`config.mk`:
```
export PLATFORM = sky130hd
export DESIGN_NAME = dot_job_arbiter_flat
export DESIGN_NICKNAME = d
export VERILOG_FILES = /design/src/rtl/dot_job_arbiter_if.sv /design/src/rtl/dot_job_arbiter.sv /design/src/flat_wrapper.sv
export SDC_FILE = /design/constraint.sdc
export NUM_CORES = 1
export LEC_CHECK = 0
export ABC_AREA = 0
export BUFFER_PORTS_ARGS = -buffer_cell sky130_fd_sc_hd__buf_2
export CORE_AREA = 2 2 109 111
export CTS_CLUSTER_DIAMETER = 100
export DETAILED_ROUTE_END_ITERATION = 6
export DIE_AREA = 0 0 111 113
export SLEW_MARGIN = 20
export SYNTH_ARGS = -nofsm -noshare
export SYNTH_HDL_FRONTEND = slang
export SYNTH_SLANG_ARGS = --single-unit
```
`constraint.sdc`:
```
create_clock -name clk -period 2.5 [get_ports clk]
set_input_delay 0.25 -clock clk [delete_from_list [all_inputs] [get_ports clk]]
set_output_delay 0.25 -clock clk [all_outputs]
set_load 0.01 [all_outputs]
```
`src/rtl/dot_job_arbiter_if.sv`:
```
// Handshake bundle between dot_job_arbiter, its requesters, the dot-product engine and the response sink.
// master: the arbiter's view; slave: the environment (requesters, engine, response consumer).
interface dot_job_arbiter_if #(
   parameter int NUM_REQ  = 4,
   parameter int ID_W     = 2,
   parameter int RESULT_W = 32,
   parameter int LAT_W    = 16
);
   logic [NUM_REQ-1:0]  req_valid;
   logic [NUM_REQ-1:0]  req_ready;
   logic [ID_W-1:0]     eng_sel;
   logic                eng_start;
   logic                eng_done;
   logic [RESULT_W-1:0] eng_result;
   logic                rsp_valid;
   logic                rsp_ready;
   logic [ID_W-1:0]     rsp_id;
   logic [RESULT_W-1:0] rsp_data;
   logic                rsp_err;
   logic [LAT_W-1:0]    lat_cycles;
   logic                busy;
   logic                err_spurious;

   modport master (
      input  req_valid, eng_done, eng_result, rsp_ready,
      output req_ready, eng_sel, eng_start, rsp_valid, rsp_id, rsp_data, rsp_err,
             lat_cycles, busy, err_spurious
   );

   modport slave (
      output req_valid, eng_done, eng_result, rsp_ready,
      input  req_ready, eng_sel, eng_start, rsp_valid, rsp_id, rsp_data, rsp_err,
             lat_cycles, busy, err_spurious
   );
endinterface

```
`src/rtl/dot_job_arbiter.sv`:
```
// Round-robin arbiter sharing one dot-product engine between NUM_REQ requesters, one job at a time.
// Define DOT_JOB_ARB_TIMEOUT_EN to add a BUSY watchdog that aborts a job after TIMEOUT_CYCLES.
module dot_job_arbiter #(
   parameter int NUM_REQ        = 4,
   parameter int ID_W           = 2,
   parameter int RESULT_W       = 32,
   parameter int LAT_W          = 16,
   parameter int TIMEOUT_CYCLES = 4096
) (
   input logic                clk,
   input logic                rst_n,
   dot_job_arbiter_if.master  bus
);

   typedef enum logic [1:0] {IDLE, ISSUE, BUSY, RESP} state_t;

   state_t           state;
   logic [ID_W-1:0]  last_grant;
   logic [ID_W-1:0]  gnt_id;
   logic [LAT_W-1:0] lat_cnt;
   logic [LAT_W-1:0] lat_next;
   logic             pick_any;
   logic [ID_W-1:0]  pick_id;
   logic [ID_W-1:0]  cand;

   // The granted id doubles as the engine operand select, so it cannot move mid-job.
   assign bus.eng_sel = gnt_id;
   assign lat_next    = (lat_cnt == '1) ? lat_cnt : lat_cnt + 1'b1;

   // NOTE: every always_comb output gets a default first, so no path leaves a latch behind.
   always_comb begin
      pick_any = 1'b0;
      pick_id  = '0;
      cand     = '0;
      for (int i = 1; i <= NUM_REQ; i++) begin
         cand = ID_W'((int'(last_grant) + i) % NUM_REQ);
         if (!pick_any && bus.req_valid[cand]) begin
            pick_any = 1'b1;
            pick_id  = cand;
         end
      end
   end

`ifdef DOT_JOB_ARB_TIMEOUT_EN
   localparam int WD_W = $clog2(TIMEOUT_CYCLES + 1);
   logic [WD_W-1:0] wd_cnt;
   logic            wd_expire;
   assign wd_expire = (wd_cnt == WD_W'(TIMEOUT_CYCLES - 1));
`else
   logic unused_timeout;
   assign unused_timeout = ^TIMEOUT_CYCLES;
`endif

   // NOTE: state and registered outputs use non-blocking assignments so every flop samples pre-edge values.
   always_ff @(posedge clk or negedge rst_n) begin
      if (!rst_n) begin
         state            <= IDLE;
         last_grant       <= ID_W'(NUM_REQ - 1);
         gnt_id           <= '0;
         lat_cnt          <= '0;
         bus.req_ready    <= '0;
         bus.eng_start    <= 1'b0;
         bus.rsp_valid    <= 1'b0;
         bus.rsp_id       <= '0;
         bus.rsp_data     <= '0;
         bus.rsp_err      <= 1'b0;
         bus.lat_cycles   <= '0;
         bus.busy         <= 1'b0;
         bus.err_spurious <= 1'b0;
`ifdef DOT_JOB_ARB_TIMEOUT_EN
         wd_cnt           <= '0;
`endif
      end else begin
         if (bus.eng_done && state != BUSY) bus.err_spurious <= 1'b1;

         case (state)
            IDLE: begin
               if (pick_any) begin
                  gnt_id        <= pick_id;
                  bus.req_ready <= NUM_REQ'(1) << pick_id;
                  bus.eng_start <= 1'b1;
                  bus.busy      <= 1'b1;
                  state         <= ISSUE;
               end
            end

            ISSUE: begin
               bus.req_ready <= '0;
               bus.eng_start <= 1'b0;
               lat_cnt       <= '0;
`ifdef DOT_JOB_ARB_TIMEOUT_EN
               wd_cnt        <= '0;
`endif
               state         <= BUSY;
            end

            BUSY: begin
               if (bus.eng_done) begin
                  bus.rsp_data   <= bus.eng_result;
                  bus.rsp_id     <= gnt_id;
                  bus.rsp_err    <= 1'b0;
                  bus.lat_cycles <= lat_next;
                  bus.rsp_valid  <= 1'b1;
                  state          <= RESP;
               end
`ifdef DOT_JOB_ARB_TIMEOUT_EN
               else if (wd_expire) begin
                  bus.rsp_data   <= '0;
                  bus.rsp_id     <= gnt_id;
                  bus.rsp_err    <= 1'b1;
                  bus.lat_cycles <= '1;
                  bus.rsp_valid  <= 1'b1;
                  state          <= RESP;
               end
`endif
               else begin
                  lat_cnt <= lat_next;
`ifdef DOT_JOB_ARB_TIMEOUT_EN
                  wd_cnt  <= wd_cnt + 1'b1;
`endif
               end
            end

            RESP: begin
               if (bus.rsp_valid && bus.rsp_ready) begin
                  bus.rsp_valid <= 1'b0;
                  bus.busy      <= 1'b0;
                  last_grant    <= gnt_id;
                  state         <= IDLE;
               end
            end

            default: state <= IDLE;
         endcase
      end
   end

endmodule

```
`src/flat_wrapper.sv`:
```
// flat-port wrapper written by rule: the top's interface ports become plain ports
module dot_job_arbiter_flat 
#(
   parameter int NUM_REQ        = 4,
   parameter int ID_W           = 2,
   parameter int RESULT_W       = 32,
   parameter int LAT_W          = 16,
   parameter int TIMEOUT_CYCLES = 4096
)
  (clk, rst_n, bus_req_valid, bus_eng_done, bus_eng_result, bus_rsp_ready, bus_req_ready, bus_eng_sel, bus_eng_start, bus_rsp_valid, bus_rsp_id, bus_rsp_data, bus_rsp_err, bus_lat_cycles, bus_busy, bus_err_spurious);
  dot_job_arbiter_if #(.NUM_REQ(NUM_REQ), .ID_W(ID_W), .RESULT_W(RESULT_W), .LAT_W(LAT_W)) bus_i ();
  input logic clk;
  input logic rst_n;
  input wire logic [$bits(bus_i.req_valid)-1:0] bus_req_valid;
  input wire logic [$bits(bus_i.eng_done)-1:0] bus_eng_done;
  input wire logic [$bits(bus_i.eng_result)-1:0] bus_eng_result;
  input wire logic [$bits(bus_i.rsp_ready)-1:0] bus_rsp_ready;
  output wire logic [$bits(bus_i.req_ready)-1:0] bus_req_ready;
  output wire logic [$bits(bus_i.eng_sel)-1:0] bus_eng_sel;
  output wire logic [$bits(bus_i.eng_start)-1:0] bus_eng_start;
  output wire logic [$bits(bus_i.rsp_valid)-1:0] bus_rsp_valid;
  output wire logic [$bits(bus_i.rsp_id)-1:0] bus_rsp_id;
  output wire logic [$bits(bus_i.rsp_data)-1:0] bus_rsp_data;
  output wire logic [$bits(bus_i.rsp_err)-1:0] bus_rsp_err;
  output wire logic [$bits(bus_i.lat_cycles)-1:0] bus_lat_cycles;
  output wire logic [$bits(bus_i.busy)-1:0] bus_busy;
  output wire logic [$bits(bus_i.err_spurious)-1:0] bus_err_spurious;
  assign bus_i.req_valid = bus_req_valid;
  assign bus_i.eng_done = bus_eng_done;
  assign bus_i.eng_result = bus_eng_result;
  assign bus_i.rsp_ready = bus_rsp_ready;
  assign bus_req_ready = bus_i.req_ready;
  assign bus_eng_sel = bus_i.eng_sel;
  assign bus_eng_start = bus_i.eng_start;
  assign bus_rsp_valid = bus_i.rsp_valid;
  assign bus_rsp_id = bus_i.rsp_id;
  assign bus_rsp_data = bus_i.rsp_data;
  assign bus_rsp_err = bus_i.rsp_err;
  assign bus_lat_cycles = bus_i.lat_cycles;
  assign bus_busy = bus_i.busy;
  assign bus_err_spurious = bus_i.err_spurious;
  dot_job_arbiter #(.NUM_REQ(NUM_REQ), .ID_W(ID_W), .RESULT_W(RESULT_W), .LAT_W(LAT_W), .TIMEOUT_CYCLES(TIMEOUT_CYCLES)) u_core (.clk(clk), .rst_n(rst_n), .bus(bus_i));
endmodule
```
**Word-level counts from Yosys, hierarchy flattened**

Index checks and enable logic that the tools add are counted.

- Memories: 0
- Output and inout bits: 61
- Register bits after elaboration: 80
- ROM bits: 0
- Bits in writable memories: 0
- Bits of input ports: 40
- Word-level logic and storage cells: 83
- Bits in latches: 0

- Divide/modulo/power cells: 0
- Order comparisons: 4
- Equal/unequal tests: 9
- Add/subtract/negate cells: 5
- $mul: 0
- Bitwise operators: 0
- Reductions and logical operators: 21
- Mux-type cells: 31
- Shift-type cells: 1

Operator list:

| cell | number |
|---|---|
| $mux W16 | 2 |
| $pmux W16 S2 | 1 |
| $add A16 B1 Y16 const B | 1 |
| $eq A16 B16 Y1 const B | 1 |
| $mux W2 | 7 |
| $lt A2 B3 Y1 const B | 4 |
| $mux W1 | 11 |
| $reduce_and A2 Y1 | 5 |
| $reduce_and A3 Y1 | 3 |
| $bmux W1 S2 | 4 |
| $pmux W2 S4 | 1 |
| $pmux W4 S2 | 1 |
| $reduce_bool A2 Y1 | 4 |
| $ne A2 B2 Y1 const B | 3 |
| $pmux W1 S2 | 3 |
| $logic_and A1 B1 Y1 | 5 |
| $add A2 B1 Y2 const B | 2 |
| $add A2 B2 Y2 const B | 2 |
| $eq A2 B2 Y1 const B | 2 |
| $mux W4 | 1 |
| $ne A2 B1 Y1 const B | 2 |
| $shl A1 B2 Y4 const A | 1 |
| $logic_not A1 Y1 | 3 |
| $eq A2 B1 Y1 const B | 1 |
| $logic_not A2 Y1 | 1 |

**Logic depth before layout (Yosys ltp)**

Gate-level depths: netlist of the first run.

- Word-level depth: 16
- Mapped depth: 8

**Worst setup path before layout of the first run**

OpenSTA, ideal clock, no wires.

- Kind: reg2reg
- Start point: register u_core.lat_cnt[0]
- End point: register u_core.lat_cnt[10]
- Period minus slack after synthesis: 1.763 ns
- Path buffers: 1
- Setup time: 0.104 ns
- Slack: 0.737 ns
- Stages on the path, launching flop included: 7
- Data arrival time: 1.659 ns
- Required time: 2.396 ns
- Cell sequence: dfrtp_1 ha_1 and4_1 buf_2 and3_1 and3_1 a221oi_1

- Cells in the longest elaborated chain, start to end: 4

RTL lines:

| element | RTL line | RTL |
|---|---|---|
| start: declaration | dot_job_arbiter.sv:20 | `logic [LAT_W-1:0] lat_cnt;` |
| start signal: assignment | dot_job_arbiter.sv:117 | `lat_cnt <= lat_next;` |
| $add A16 B1 Y16 or $eq A16 B16 Y1 (tied branches) | dot_job_arbiter.sv:28 | `assign lat_next = (lat_cnt == '1) ? lat_cnt : lat_cnt + 1'b1;` |
| $mux W16 * | dot_job_arbiter.sv:28 |  |
| $mux W16 * | dot_job_arbiter.sv:98 | `if (bus.eng_done) begin` |
| $pmux W16 S2 * | dot_job_arbiter.sv:76 | `case (state)` |

Mark *: on every way between the ends. The rest lies on a longest branch, timed or not. The select of a mux whose other input is x is not followed.
A chain may end at the register's enable or synchronous reset.

**Worst setup path in the final report of the first run**

- Start point: register u_core.lat_cnt[0]
- End point: register u_core.bus.lat_cycles[7] (netlist name)

- Cells in the longest elaborated chain, start to end: 2

RTL lines:

| element | RTL line | RTL |
|---|---|---|
| $add A16 B1 Y16 or $eq A16 B16 Y1 (tied branches) | dot_job_arbiter.sv:28 |  |
| $mux W16 * | dot_job_arbiter.sv:28 |  |
| end signal: assignment | dot_job_arbiter.sv:102 | `bus.lat_cycles <= lat_next;` |
| end: declaration | dot_job_arbiter_if.sv:27 | `lat_cycles, busy, err_spurious` |

Mark *: on every way between the ends. The rest lies on a longest branch, timed or not.

==> results of run 1 <==
-- critical path, stage by stage, from the launching register on --
cell and delay, ps:
dfrtp_1 430, ha_1 360, nand4_4 210, nor4_4 440, buf_4 230, nor3_1 70
xnor2_1 140, o21ai_0 170
-- final cells by class --
cell class / count / area, sq um / area share [%]
Multi-Input combinational cell: 237 / 1720 / 35.99
Sequential cell: 80 / 2004 / 41.94
Clock buffer: 11 / 242.7 / 5.079
Tap cell: 143 / 178.9 / 3.743
Inverter: 8 / 30.03 / 0.6283
Clock inverter: 5 / 56.30 / 1.178
Timing Repair Buffer: 105 / 546.8 / 11.44
-- metrics by stage --
step | cell area [sq um] | total power, mW | cells | hold slack [ps]
after CTS | 4776 | 5.188 | 589 | 123.6
after floorplan | 3897 | 3.130 | 350 | -45.59
after global routing | 4780 | 5.450 | 589 | 38.51
final | 4780 | 5.105 | 589 | -54.90
after global placement | 4477 | 3.777 | 573 | 438.9
after detailed placement | 4477 | 3.835 | 573 | 465.5
-- cell families after synthesis --
logic type	Yosys count	synth area share [%]
buffers and inverters	33	4.494
and+or+nand+nor	99	15.02
xor gates and xnor gates	6	1.348
other	1	0.09622
DFF	80	51.43
AOI/OAI and AO/OA	86	14.54
muxes	40	11.46
adders and majority gates	5	1.605
-- registers in the layout, summed over array words and instances, names as in the netlist --
name                     cells
u_core.bus.rsp_id            2
u_core.bus.busy              1
u_core.last_grant            2
u_core.lat_cnt              16
u_core.state                 2
u_core.bus.rsp_data         32
u_core.bus.eng_start         1
u_core.bus.eng_sel           2
u_core.bus.lat_cycles       16
u_core.bus.req_ready         4
u_core.bus.err_spurious      1
u_core.bus.rsp_valid         1
-- cell usage in the layout (no fill, tap or decap), drive strengths merged, types with 3 or more instances in the layout --
master  instances
ha              5
nand3           8
and4            4
a22o            7
nor4            4
a32o            3
mux2i           3
a21oi          12
inv             8
clkbuf         11
nand2b          4
o31ai           6
nand2          38
nand4           6
clkinv          3
dfrtp          78
buf           105
nor2           15
mux2           37
o21ai          39
xnor2           6
a21o            5
a31oi           4
and3            3
nor3            8
-- where the power goes --
part,leakage (nW),internal (mW),switching (mW)
clock network,0.145,0.799,0.529
registers,1.01,1.72,0.237
logic,1.12,0.856,0.959
total,2.27,3.38,1.73
-- worst min path at each step --
stage,from,cells after the start,slack [ps],endpoint
final,rst_n,1,-50,u_core.bus.lat_cycles[3]$_DFFE_PN0P_
after global routing,rst_n,1,40,u_core.bus.lat_cycles[6]$_DFFE_PN0P_
after CTS,bus_eng_result[26],2,120,u_core.bus.rsp_data[26]$_DFFE_PN0P_
after detailed placement,u_core.bus.lat_cycles[11]$_DFFE_PN0P_,2,470,u_core.bus.lat_cycles[11]$_DFFE_PN0P_
after global placement,u_core.bus.err_spurious$_DFFE_PN0P_,1,440,u_core.bus.err_spurious$_DFFE_PN0P_
after floorplan,rst_n,0,-50,u_core.bus.busy$_DFFE_PN0P_
-- routing by layer --
layer | track usage, % | vias up | share of wire, %
met3 | 3.428 | 10 | 4.9
met2 | 23.84 | 83 | 48
met1 | 18.90 | 1436 | 46
met4 | 6.167 | 0 | 1.3
met5 | 0 | - | 0
li1 | - | 1434 | -
==> qor.yml, run 1 <==
ys.flop_type: "dfrtp_1"
violations: "hold timing"
cts_root_buffer: "clkbuf_16"
synth_area_leader_cell: "dfrtp_1"
maxCapViolCount: 0
grt_pass1_vias: 2935
drt_pass1_iterations: 4
utilization_pct: 42.40
p_leak_nw: 2.275
worst_slack_ps: 364.0
grt_usage_pct: 14.65
crit_end: "u_core.bus.lat_cycles[7]$_DFFE_PN0P_"
status: "finished, violations left"
critPathRequiredTime_ps: 2750
setup_violations: 0
antenna_found_initial: 0
core_sq_mm: 0.01127
dp_slack_ps: 412.5
routedWlPerCell_um: 14.94
final.setup.tns_ps: 0
worstMarginPinSlew_ps: 753.6
initial_core_util_pct: 34.58
synth_edf_count: 0
synth_area_per_cell_sq_um: 11.14
syn_area_sq_mm: 0.003897
fin_skew_ps: 7.379
rows: 39
fillers: 1074
io_pins: 101
cts.sinks: 80
ys_warn_count: 0
synth.top_cell.area_share_pct: 50.08
dp_hpwl_um: 6109
drtAntennaViolNets: 0
synth_area_leaders: "dfrtp_1, mux2_2, o21ai_0"
rsz0062_at_grt: "no"
cts_resized: 0
yosysSeqAreaShare_pct: 51.43
cts_buffer_depth: 2
drv_slew: 0
grt-ovfl-total: 0
cts_buffers: 9
ctsHoldBuffers: 0
path_clk_slew_ps: 60
globalplace.congestion: 0.8350
fin_nets: 486
viasPerCell: 5.031
syn_inst: 350
reg2reg_slack_ps: 360
peakVddDrop_v: 0.0004668
yosysMostFrequentCell: "dfrtp_1"
crit_arrival_ps: 2390
portBuffers: 99
drc: 0
relSlewSlack_pct: 49.76
synth_commonest_cells: "dfrtp_1, mux2_2, nand2_1, o21ai_0, nor2_1"
vias: 2963
crit_path_max_fanout: 8
cp-startpoint: "u_core.lat_cnt[0]$_DFFE_PN0P_"
ff2ff_path_depth: 7
dieArea_sq_mm: 0.01254
post-route-min-period_ps: 2136
r2r_start: "u_core.lat_cnt[0]$_DFFE_PN0P_"
fmax_mhz: 468.2
drt_iter0_markers: 112
synth_fp_nets: 395
h-tree-depth: 3
synth_seq_cells: 80
end_kind: "flop"
tritoncts: "built"
reg2reg_to: "u_core.bus.lat_cycles[7]$_DFFE_PN0P_"
antenna_cells: 0
drive_gt1_share_pct: 39.91
post-cts-setup-buffers: 0
grt_pass1_wl_um: 14720
start_kind: "flop"
crit_type: "flop to flop"
hp-class: "input port to async pin"
final_hold_viol_count: 78
clock_latency_ps: 340
finalCritPeriodShare_pct: 85.44
synth.distinct_cells: 58
hold_ws_ps: -54.90
wl_um: 8798
die_y_um: 113
grt_max_degree: 81
synthArstFlopShare_pct: 100.0
area_delta_synth_final_pct: 22.63
p_per_area_mw_per_mm2: 1068
fp.dieW_um: 111
Power figures use the tool's default switching activity.
==> inputs of run 2 (changes only) <==
CAP_MARGIN = 20   (was unset)
HOLD_SLACK_MARGIN = 0.12   (was unset)
==> run 2 against run 1 <==
- the flow now finishes without violations
- critical endpoint unchanged
- sequential share of layout area fell by 0.088 points
- cell area up 0.21%
- total power is essentially flat
- combinational power about the same
- largest power group unchanged
- die area unchanged
- via count is 0.34% higher
- register-to-register slack about the same
- setup slack worse by 1.0 ps
- non-clock buffer count up 1
- clock skew is essentially flat
- first-iteration DRC count decreased by 7.1%
- maximum frequency barely moved
==> qor.yml, run 2 (synthesis gave the netlist of run 1 again) <==
crit_chain: "ha_1 -> nand4_4 -> nor4_4 -> buf_4 -> nor3_1 -> xnor2_1 -> o21ai_0"
end_kind: "flop"
io_pins: 101
worstHoldStart: "bus_eng_result[15]"
die_y_um: 113
grt_pass1_vias: 2935
final_hold_viol_count: 0
slowest_delay_ps: 440
crit_arrival_ps: 2390
reg_top3: "u_core.bus.rsp_data: 32 flops, u_core.bus.lat_cycles: 16 flops, u_core.lat_cnt: 16 flops"
ff_latch_area_sq_mm: 0.002004
multi_input_area_sq_mm: 0.001720
ff2ff_path_depth: 7
h-tree-depth: 3
wl_um: 8853
reg2reg_slack_ps: 360
grt_pass1_wl_um: 14720
setup_violations: 0
dp_cells: 573
antenna_cells: 0
slowest_stage: "dfrtp_1"
cts_buffers: 9
min_path_cells: 2
fmax_mhz: 467.9
final_cell_mix: "buf_2, dfrtp_1, mux2_2, o21ai_0, nand2_1"
largest-register: "u_core.bus.rsp_data"
p_int_mw: 3.381
hold_ws_ps: 138.8
fin_cells: 590
start_kind: "flop"
drc: 0
maxCapViolCount: 0
cts.sinks: 80
fin_skew_ps: 7.203
combPwrFrac_pct: 35.6
crit_path_max_fanout: 8
area_delta_synth_final_pct: 22.89
drv_slew: 0
drt_iter0_markers: 104
largest_reg_flops: 32
post-cts-setup-buffers: 0
final.setup.tns_ps: 0
peakVddDrop_v: 0.0004679
fin_nets: 487
rsz0062_at_grt: "no"
crit_type: "flop to flop"
worstMarginPinSlew_ps: 769.0
drtAntennaViolNets: 0
cts_buffer_depth: 2
p_switching_mw: 1.728
pwr-share-clk_pct: 26.0
drive_gt1_share_pct: 39.82
p_seq_share_pct: 38.4
globalplace.congestion: 0.8350
finalCritPeriodShare_pct: 85.48
p_leak_nw: 2.279
core_sq_mm: 0.01127
fillers: 1073
path_clk_slew_ps: 60
dieArea_sq_mm: 0.01254
rows: 39
hp-class: "input port to flop"
clock_latency_ps: 340
dp_hpwl_um: 6109
post-route-min-period_ps: 2137
reg2reg_to: "u_core.bus.lat_cycles[7]$_DFFE_PN0P_"
grt_max_degree: 81
hold-path-endpoint: "u_core.bus.rsp_data[15]$_DFFE_PN0P_"
drt_pass1_iterations: 4
grt-ovfl-total: 0
routedWlPerCell_um: 15.01
grt_usage_pct: 14.65
antenna_found_initial: 0
switching_share_pct: 33.83
portBuffers: 99
tritoncts: "built"
relSlewSlack_pct: 48.73
initial_core_util_pct: 34.58
critPathRequiredTime_ps: 2750
vias: 2973
cts_root_buffer: "clkbuf_16"
p_per_area_mw_per_mm2: 1067
viasPerCell: 5.039
r2r_start: "u_core.lat_cnt[0]$_DFFE_PN0P_"
status: "finished clean"
fp.dieW_um: 111
layout_commonest_cell: "buf_2"
==> run 2: cell count changes in the layout (fill, tap and decap cells not counted) <==
cell / change
dlygate4sd3_1: +1
==> run 2: stage by stage <==
step,area [sq um],utilization [%],power (mW),worst slack (ps)
after floorplan,3897,-,3.130,737.0
after global placement,4477,39.72,3.777,487.5
after detailed placement,4477,39.72,3.835,412.5
after CTS,4776,42.37,5.188,362.5
after global routing,4790,42.49,5.451,189.1
final,4790,42.49,5.109,362.9
==> run 2: final cells by class <==
| class | count | share of cell area [%] |
|---|---|---|
| Timing Repair Buffer | 106 | 11.62 |
| Clock inverter | 5 | 1.176 |
| Multi-Input combinational cell | 237 | 35.92 |
| Sequential cell | 80 | 41.85 |
| Tap cell | 143 | 3.736 |
| Clock buffer | 11 | 5.068 |
| Inverter | 8 | 0.6270 |
==> run 2: layer usage <==
| metal | track usage, % | vias to the layer above | share of wire (%) |
|---|---|---|---|
| met5 | 0 | - | 0 |
| met4 | 6.167 | 0 | 1.4 |
| met3 | 3.428 | 10 | 4.8 |
| met2 | 23.84 | 83 | 48 |
| met1 | 18.90 | 1444 | 45 |
| li1 | - | 1436 | - |
==> run 2: worst max-delay path, delay by kind of cell (launching register included) <==
kind,cells,cell delay [ps]
AND/OR/NAND/NOR,3,720
flip-flops,1,440
adder cells (fa/ha/maj),1,360
buffers and inverters,1,230
AO/OA/AOI/OAI,1,170
XOR/XNOR,1,140
==> run 2: how the worst max path moves through the flow <==
stage	startpoint	to	slack, ps	cells past startpoint
after floorplan	u_core.lat_cnt[0]$_DFFE_PN0P_	u_core.lat_cnt[10]$_DFFE_PN0P_	740	6
after global placement	u_core.lat_cnt[0]$_DFFE_PN0P_	u_core.bus.lat_cycles[7]$_DFFE_PN0P_	490	7
after detailed placement	u_core.lat_cnt[0]$_DFFE_PN0P_	u_core.bus.lat_cycles[7]$_DFFE_PN0P_	410	7
after CTS	u_core.lat_cnt[0]$_DFFE_PN0P_	u_core.bus.lat_cycles[7]$_DFFE_PN0P_	360	7
after global routing	u_core.lat_cnt[0]$_DFFE_PN0P_	u_core.bus.lat_cycles[7]$_DFFE_PN0P_	190	7
final	u_core.lat_cnt[0]$_DFFE_PN0P_	u_core.bus.lat_cycles[7]$_DFFE_PN0P_	360	7
==> run 2: power by group through the flow <==
stage               Clock [mW]  Sequential (mW)  Combinational [mW]
floorplan                    0             2.15               0.982
global placement             0             1.97                1.81
CTS                       1.37             1.97                1.85
detailed placement           0             1.99                1.84
finish                    1.33             1.96                1.82
global route              1.42             2.02                2.01
==> run 2: repair_timing <==
| action | 4_1_cts | 5_1_grt |
|---|---|---|
| endpoints found under the setup margin | 0 | 0 |
| hold buffers | 0 | 1 |
| gates resized for setup | 0 | 0 |
| hold endpoints to repair | 0 | 78 |
==> inputs of run 3 (changes only) <==
CORE_AREA = 2 2 102 104   (was 2 2 109 111)
DIE_AREA = 0 0 104 106   (was 0 0 111 113)
==> run 3 against run 2 <==
- global-route usage up 2.1 points
- wire length down 0.91%
- first-iteration DRC count up 91%
- highest routed layer unchanged
- sequential power about the same
- cell area up 2.5%
- critical endpoint is now u_core.bus.lat_cycles[3]$_DFFE_PN0P_
- final cell count up 2.7%
- clock power down 32%
==> qor.yml, run 3 (synthesis gave the netlist of run 1 again) <==
start_kind: "flop"
setup_violations: 0
final_hold_viol_count: 0
clock_latency_ps: 360
hold_ws_ps: 133.4
p_leak_nw: 2.324
cts_root_buffer: "clkbuf_8"
cts_resized: 0
cts.sinks: 80
drt_iter0_markers: 199
status: "finished clean"
vias: 3052
reg_top3: "u_core.bus.rsp_data: 32 flops, u_core.bus.lat_cycles: 16 flops, u_core.lat_cnt: 16 flops"
worst_slack_ps: 494.7
io_pins: 101
critPathRequiredTime_ps: 2770
portBuffers: 99
die_y_um: 106
grt-ovfl-total: 0
grt_pass1_wl_um: 14810
path_clk_slew_ps: 80
hp-class: "input port to flop"
relSlewSlack_pct: 52.31
dieArea_sq_mm: 0.01102
largest_reg_flops: 32
layout_commonest_cell: "buf_2"
worstMarginPinSlew_ps: 715.4
finalCritPeriodShare_pct: 80.21
fin_skew_ps: 10.49
post-route-min-period_ps: 2005
final_cell_mix: "buf_2, dfrtp_1, mux2_2, o21ai_0, nand2_1"
crit_type: "flop to flop"
crit_arrival_ps: 2270
drtAntennaViolNets: 0
drc: 0
dp_slack_ps: 520.9
area_delta_synth_final_pct: 26.00
wl_um: 8772
grt_max_degree: 56
drv_slew: 0
final.setup.tns_ps: 0
h-tree-depth: 3
cts_buffer_depth: 2
peakVddDrop_v: 0.0004163
fillers: 929
drive_gt1_share_pct: 38.30
antenna_cells: 0
grt_pass1_vias: 3009
post-cts-setup-buffers: 0
globalplace.congestion: 0.8168
fmax_mhz: 498.7
end_kind: "flop"
largest-register: "u_core.bus.rsp_data"
maxCapViolCount: 0
p_per_area_mw_per_mm2: 966.4
initial_core_util_pct: 38.98
core_sq_mm: 0.01000
rows: 37
rsz0062_at_grt: "no"
grt_usage_pct: 16.74
routedWlPerCell_um: 14.48
tritoncts: "built"
fin_nets: 510
crit_path_max_fanout: 8
viasPerCell: 5.036
cts_buffers: 9
antenna_found_initial: 0
dp_hpwl_um: 5979
drt_pass1_iterations: 4
fp.dieW_um: 104
## run 3: changes by cell type in the layout (fill, tap and decap cells not counted)
cell | previous run | this run
buf_12 | 0 | 1
buf_4 | 6 | 7
buf_6 | 1 | 0
bufinv_16 | 1 | 0
clkbuf_1 | 1 | 0
clkbuf_16 | 9 | 0
clkbuf_8 | 1 | 12
clkinv_2 | 2 | 1
clkinv_4 | 1 | 0
clkinvlp_4 | 1 | 3
dlygate4sd3_1 | 1 | 23
## run 3: routing by layer
| metal | GRT usage, % | vias up | share of wire, % |
|---|---|---|---|
| li1 | - | 1485 | - |
| met1 | 22.89 | 1452 | 47 |
| met2 | 26.50 | 105 | 45 |
| met3 | 3.556 | 10 | 5.9 |
| met4 | 5.792 | 0 | 1.5 |
| met5 | 0 | - | 0 |
## run 3: worst paths after layout
path / start / endpoint / slack (ps) / depth (start not counted)
max: u_core.lat_cnt[0]$_DFFE_PN0P_ / u_core.bus.lat_cycles[3]$_DFFE_PN0P_ / 490 / 7
min: bus_eng_result[11] / u_core.bus.rsp_data[11]$_DFFE_PN0P_ / 130 / 2
max reg2reg: u_core.lat_cnt[0]$_DFFE_PN0P_ / u_core.bus.lat_cycles[3]$_DFFE_PN0P_ / 490 / 7
min reg2reg: u_core.bus.lat_cycles[5]$_DFFE_PN0P_ / u_core.bus.lat_cycles[5]$_DFFE_PN0P_ / 480 / 2
max in group asynchronous: rst_n / u_core.last_grant[1]$_DFFE_PN1P_ / 1370 / 3
min in group asynchronous: rst_n / u_core.bus.rsp_data[28]$_DFFE_PN0P_ / 460 / 2
## run 3: repair_timing
action                                  CTS  global route
hold endpoints to repair                 69             0
endpoints found under the setup margin    0             0
hold buffers                             23             0
## run 3: final cells by class
| class | instances | area (sq um) | area share, % |
|---|---|---|---|
| Tap cell | 136 | 170.2 | 3.465 |
| Inverter | 8 | 30.03 | 0.6115 |
| Sequential cell | 80 | 2004 | 40.82 |
| Clock inverter | 4 | 27.53 | 0.5605 |
| Timing Repair Buffer | 129 | 793.3 | 16.15 |
| Clock buffer | 12 | 165.2 | 3.363 |
| Multi-Input combinational cell | 237 | 1720 | 35.03 |
## run 3: worst max-delay path, stage by stage, from the launching register on
cell	delay, ps
dfrtp_1	450
ha_1	370
nand4_4	210
nor4_4	340
buf_4	230
nor2_2	60
xnor2_1	110
o21ai_0	150
## run 3: power breakdown
group | total, mW | internal [mW] | switching [mW] | leakage [nW]
Sequential | 1.97 | 1.72 | 0.247 | 1.01
Clock | 0.911 | 0.440 | 0.471 | 0.0906
Combinational | 1.87 | 0.883 | 0.982 | 1.23
## run 3: through the flow
stage               instances  util, %  cell area [sq um]  power [mW]
floorplan                 350        -               3897       3.130
global placement          567    44.88               4488       3.782
detailed placement        567    44.88               4488       3.831
CTS                       606    49.11               4911       4.788
global route              606    49.11               4911       5.074
finish                    606    49.11               4911       4.746
